===== src/rtl/addsub_sequencer.sv =====
// addsub_sequencer: valid/ready command/result sequencer for a registered N-bit add/sub datapath (optional OVF_STICKY_EN adds a sticky overflow flag)
module addsub_sequencer #(
   parameter int N = 16
) (
   input  logic         Clock,
   input  logic         Resetn,
   input  logic         cmd_valid,
   output logic         cmd_ready,
   input  logic [N-1:0] cmd_a,
   input  logic [N-1:0] cmd_b,
   input  logic         cmd_sub,
   input  logic         cmd_acc,
   output logic         res_valid,
   input  logic         res_ready,
   output logic [N-1:0] res_z,
   output logic         res_ovf,
   output logic [N-1:0] dp_a,
   output logic [N-1:0] dp_b,
   output logic         dp_sel,
   output logic         dp_addsub,
   input  logic [N-1:0] dp_z,
   input  logic         dp_ovf
`ifdef OVF_STICKY_EN
   ,
   input  logic         ovf_clr,
   output logic         ovf_sticky
`endif
);
   typedef enum logic [2:0] {IDLE, ISSUE, WAIT1, WAIT2, RESP} state_t;
   state_t       state;
   logic [N-1:0] acc;
   // Sequence one operation at a time; dp_* carry the command only in ISSUE and otherwise replay acc+0 so Z holds
   always_ff @(posedge Clock or negedge Resetn) begin
      if (!Resetn) begin
         state     <= IDLE;
         cmd_ready <= 1'b1;
         res_valid <= 1'b0;
         res_z     <= '0;
         res_ovf   <= 1'b0;
         dp_a      <= '0;
         dp_b      <= '0;
         dp_sel    <= 1'b0;
         dp_addsub <= 1'b0;
         acc       <= '0;
      end else begin
         case (state)
            IDLE: if (cmd_valid) begin
               dp_a      <= cmd_a;
               dp_b      <= cmd_b;
               dp_sel    <= cmd_acc;
               dp_addsub <= cmd_sub;
               cmd_ready <= 1'b0;
               state     <= ISSUE;
            end
            ISSUE: begin
               dp_a      <= acc;
               dp_b      <= '0;
               dp_sel    <= 1'b0;
               dp_addsub <= 1'b0;
               state     <= WAIT1;
            end
            WAIT1: state <= WAIT2;
            WAIT2: begin
               res_z     <= dp_z;
               res_ovf   <= dp_ovf;
               acc       <= dp_z;
               dp_a      <= dp_z;
               res_valid <= 1'b1;
               state     <= RESP;
            end
            RESP: if (res_ready) begin
               res_valid <= 1'b0;
               cmd_ready <= 1'b1;
               state     <= IDLE;
            end
            default: state <= IDLE;
         endcase
      end
   end
`ifdef OVF_STICKY_EN
   // Sticky overflow: set when a result with overflow is captured, cleared by ovf_clr, set has priority
   always_ff @(posedge Clock or negedge Resetn) begin
      if (!Resetn) ovf_sticky <= 1'b0;
      else if (state == WAIT2 && dp_ovf) ovf_sticky <= 1'b1;
      else if (ovf_clr) ovf_sticky <= 1'b0;
   end
`endif
endmodule


===== config.mk =====
export PLATFORM = sky130hd
export DESIGN_NAME = addsub_sequencer
export DESIGN_NICKNAME = d
export VERILOG_FILES = /design/src/rtl/addsub_sequencer.sv
export SDC_FILE = /design/constraint.sdc
export NUM_CORES = 1
export LEC_CHECK = 0
export CAP_MARGIN = 20
export CORE_UTILIZATION = 31
export DETAILED_ROUTE_END_ITERATION = 6
export GPL_TIMING_DRIVEN = 0
export PLACE_DENSITY = 0.71
export SKIP_CTS_REPAIR_TIMING = 1
export SYNTH_ARGS = -nofsm -noshare
export SYNTH_HDL_FRONTEND = slang
export SYNTH_SLANG_ARGS = --single-unit

===== constraint.sdc =====
create_clock -name Clock -period 4.06 [get_ports Clock]
set_clock_uncertainty 0.2 [all_clocks]
set_input_delay 0.609 -clock Clock [delete_from_list [all_inputs] [get_ports Clock]]
set_output_delay 0.609 -clock Clock [all_outputs]
set_load 0.05 [all_outputs]

Yosys cells after proc, flatten, opt, wreduce, memory -nomap -nowiden
Cells that the tools add are included.
{"block": "word_totals", "register_bits": 56, "inputBits": 55, "out_inout_bits": 53, "wordCells": 41}
{"block": "op_classes", "n_reduce_logical": 10, "mux": 16, "eq_ne": 6}
{"op": "case mux 16 bit (3 select lines)", "n": 1}
{"op": "two-way mux 16 bit", "n": 2}
{"op": "case mux 16 bit (2 select lines)", "n": 1}
{"op": "case mux 3 bit (5 select lines)", "n": 1}
{"op": "case mux 1 bit (2 select lines)", "n": 4}
{"op": "AND reduction 2 bit", "n": 4}
{"op": "== test 3 x 2 -> 1 bit, second input constant", "n": 2}
{"op": "two-way mux 3 bit", "n": 2}
{"op": "nonzero test 2 bit", "n": 3}
{"op": "two-way mux 1 bit", "n": 5}
{"op": "!= test 2 bit, second input constant", "n": 2}
{"op": "== test 3 x 1 -> 1 bit, second input constant", "n": 1}
{"op": "== test 3 bit, second input constant", "n": 1}
{"op": "zero test 3 bit", "n": 1}
{"op": "AND reduction 3 bit", "n": 1}
{"op": "nonzero test 3 bit", "n": 1}

Logic depth before layout (Yosys ltp)
{"block": "depth", "word_depth": 3, "mapped_depth": 6, "depth_no_buf": 3}

Worst setup path before layout
OpenSTA, ideal clock, no wires.
{"block": "synth_path", "kind": "input-to-reg", "from": "input cmd_valid", "to": "register dp_a[12]", "setup_slack_ns": 2.380, "n_path_buf": 1, "arrival_time_ns": 1.354, "required_ns": 3.734, "setup_ns": 0.126, "cell_stages": 4, "cell_sequence": "or3b_4 -> nor2_8 -> buf_6 -> a221o_1"}
{"block": "synth_via", "elab_chain_len": 2}
{"element": "start: declaration", "line": "7", "rtl": "input logic cmd_valid,"}
{"element": "!= test 2 bit (no line)"}
{"element": "AND reduction 2 bit (no line)"}
{"element": "end signal: assignment", "line": "48", "rtl": "dp_a <= cmd_a;"}
{"element": "end signal: assignment", "line": "67", "rtl": "dp_a <= dp_z;"}
{"element": "end: declaration", "line": "17", "rtl": "output logic [N-1:0] dp_a,"}
No other way between the ends.
A chain may end at the register's enable or synchronous reset.

Worst setup path after layout
{"block": "layout_path", "from": "register cmd_ready", "to": "output cmd_ready"}
{"element": "start: declaration", "line": "8", "rtl": "output logic cmd_ready,"}
{"element": "start signal: assignment", "line": "36", "rtl": "cmd_ready <= 1'b1;"}
{"element": "start signal: assignment", "line": "52", "rtl": "cmd_ready <= 1'b0;"}
{"element": "start signal: assignment", "line": "73", "rtl": "cmd_ready <= 1'b1;"}
No word-level cell between the ends.

==> impl_metrics.tcl <==
set metrics [dict create \
    min_path_type "input pin to async pin" \
    slew_viol_final 0 \
    port_buffers 107 \
    ir_drop_v 0.0004209 \
    post-place-ws_ps 1532 \
    path_class "register to primary output" \
    top_layer "met4" \
    p_int_mw 2.088 \
    via_per_inst 4.784 \
    tightest_slew_ps 699.0 \
    vias 1856 \
    clock-sinks 56 \
    drtIter0Drc 47 \
    maxCapViolCount 0 \
    coreArea_um2 7331 \
    fin_util_pct 51.15 \
    grt-ovfl-total 0 \
    path_max_fanout 3 \
    synthToLayoutAreaGrowth_pct 57.49 \
    synth_seq_cells 56 \
    cp.depth 1 \
    synth.yosys.seq_area_share_pct 58.91 \
    netlist_instances 173 \
    antenna_cells 0 \
    critPathRequiredTime_ps 3250 \
    wl_met1_um 2693 \
    postRouteAntennaNets 0 \
    period_minus_slack_ps 2465 \
    yosysTopAreaCell "dfrtp_1" \
    seq_power_share_pct 25.7 \
    cp-start-kind "register" \
    cp.arrival_ps 1660 \
    dp_hpwl_um 4368 \
    dieArea_um2 8035 \
    ff_latch_area_um2 1403 \
    grt_pass1_wl_um 9190 \
    final_layout_size_suffix_gt1_share_pct 15.57 \
    final_cell_mix "clkdlybuf4s50_1 (106), dfrtp_1 (55), nor2_1 (21), a22o_1 (18), mux2_2 (17)" \
    synthTopCellsByArea "dfrtp_1 (58%), mux2_2 (8.0%), a221o_1 (6.7%), mux2i_1 (6.7%), a22o_1 (6.6%)" \
    rrSetupSlack_ps 2200 \
    r2r_start "state[0]" \
    p_clk_share_pct 12.5 \
    clock_path_buffers 2 \
    holdWs_ps 125.9 \
    initial_core_util_pct 32.48 \
    tns_ps 0 \
    clockRootBuffer "clkbuf_8" \
    fillers 631 \
    cts.clk_slew.worst_paths_ps 90 \
    cp_slowest_stage_delay_ps 800 \
    setup_viol 0 \
    cp_num_buf_inv 1 \
    power_mw 3.916 \
    die_h_um 89.64 \
    worst_slack_ps 1595 \
    fmax_mhz 405.7 \
    cp-startpoint "cmd_ready" \
    htreeDepth 2 \
    cts_tree "yes" \
    period_share_pct 60.72 \
    avgSynthCellArea_um2 13.76 \
    met2_length_um 2734 \
    crit_chain "clkdlybuf4s50_1" \
    hold_violations 0 \
    wl_per_cell_um 15.43 \
    place.gp.congestion 0.7235 \
    rsz0062_at_grt "no" \
    first_pass_iters 4 \
    cellLeakagePower_nw 1.622 \
    cts_made_buffers 5 \
    powerDensity_nw_per_um2 1044 \
    grt_max_degree 30 \
    ys_types 24 \
    yosysTopAreaCellShare_pct 57.80 \
    antenna_found_initial 0 \
    grt_util_all_layers_pct 15.17 \
    wl_met3_um 551 \
    num_io_pins 108 \
    relSlewSlack_pct 53.09 \
    rows 31 \
    r2r_cells 4 \
    finalNetCount 343 \
    yosysWarningCount 0 \
    end_kind "primary output" \
    switching_power_mw 1.828 \
    synth_nets 228 \
    remaining_drc_errors 0 \
    first_global_vias 1878 \
    crit_path_top_delay_cell "clkdlybuf4s50_1" \
    routed_wl_um 5986 \
    power_frac_comb_pct 61.8 \
    multi_input_area_um2 879.6 \
    path_delay_family "buffers and inverters" \
    synthesis.area_um2 2381 \
    die_w_um 89.64 \
    swShare_pct 46.68 \
    clk_latency_ps 300 \
    outcome "complete, no violations" \
    layout_commonest_cell "clkdlybuf4s50_1" \
]
stage by stage:
stage / instance area [um^2] / std cells
6_report: 3750 / 388
3_3_place_gp: 3576 / 379
5_1_grt: 3750 / 388
4_1_cts: 3750 / 388
2_1_floorplan: 2381 / 173
3_5_place_dp: 3591 / 380
cell type report:
| type | instances | area share (%) |
|---|---|---|
| buffer | 13 | 2.636 |
| clock buffer | 5 | 1.835 |
| clock inverter | 3 | 2.402 |
| multi-input combinational | 104 | 23.46 |
| sequential | 56 | 37.40 |
| tap | 99 | 3.303 |
| timing repair buffer | 108 | 28.96 |
final timing paths:
kind	to
max in group asynchronous	acc[8]
min in group Clock	dp_b[5]
worst max register to register	dp_b[3]
worst min-delay path	dp_b[8]
worst min register to register	dp_b[5]
worst max-delay path	cmd_ready
power by group through the flow:
stage          combinational, mW  sequential, mW  clock [mW]
3_3_place_gp                2.42            1.00           0
6_report                    2.42            1.01       0.488
5_1_grt                     2.56            1.04       0.523
4_1_cts                     2.45            1.01       0.500
3_5_place_dp                2.45            1.01           0
2_1_floorplan              0.760            1.91           0
kinds of logic after synthesis:
family	Yosys count	synth area share (%)
flip-flops	56	58.91
AO/OA/AOI/OAI	41	15.13
multiplexers	33	14.77
AND/OR/NAND/NOR	29	6.674
buffers and inverters	13	4.151
XOR/XNOR	1	0.3679
flip-flops by register name, summed over array words and instances, names as in the netlist, 3 cells and up:
register,flops
acc,16
state,3
dp_a,16
dp_b,16
routing by layer:
metal  track usage, %  vias to the layer above
met3            5.393                        2
li1                 -                      875
met2            25.21                       82
met1            19.29                      897
met5                0                        -
met4            2.742                        0
synthesized netlist by cell type (all sizes together):
cell	number
dfstp	1
mux2i	16
nor3	1
a221o	16
nand2	1
buf	12
nor2	22
a21bo	1
o21ai	1
a21oi	4
nand2b	1
o21bai	1
xnor2	1
a22o	18
dfrtp	55
mux2	17
clkbuf	1
nand3b	2
or3b	1
nor2b	1
No activity file was read; power rests on OpenSTA's default activity.
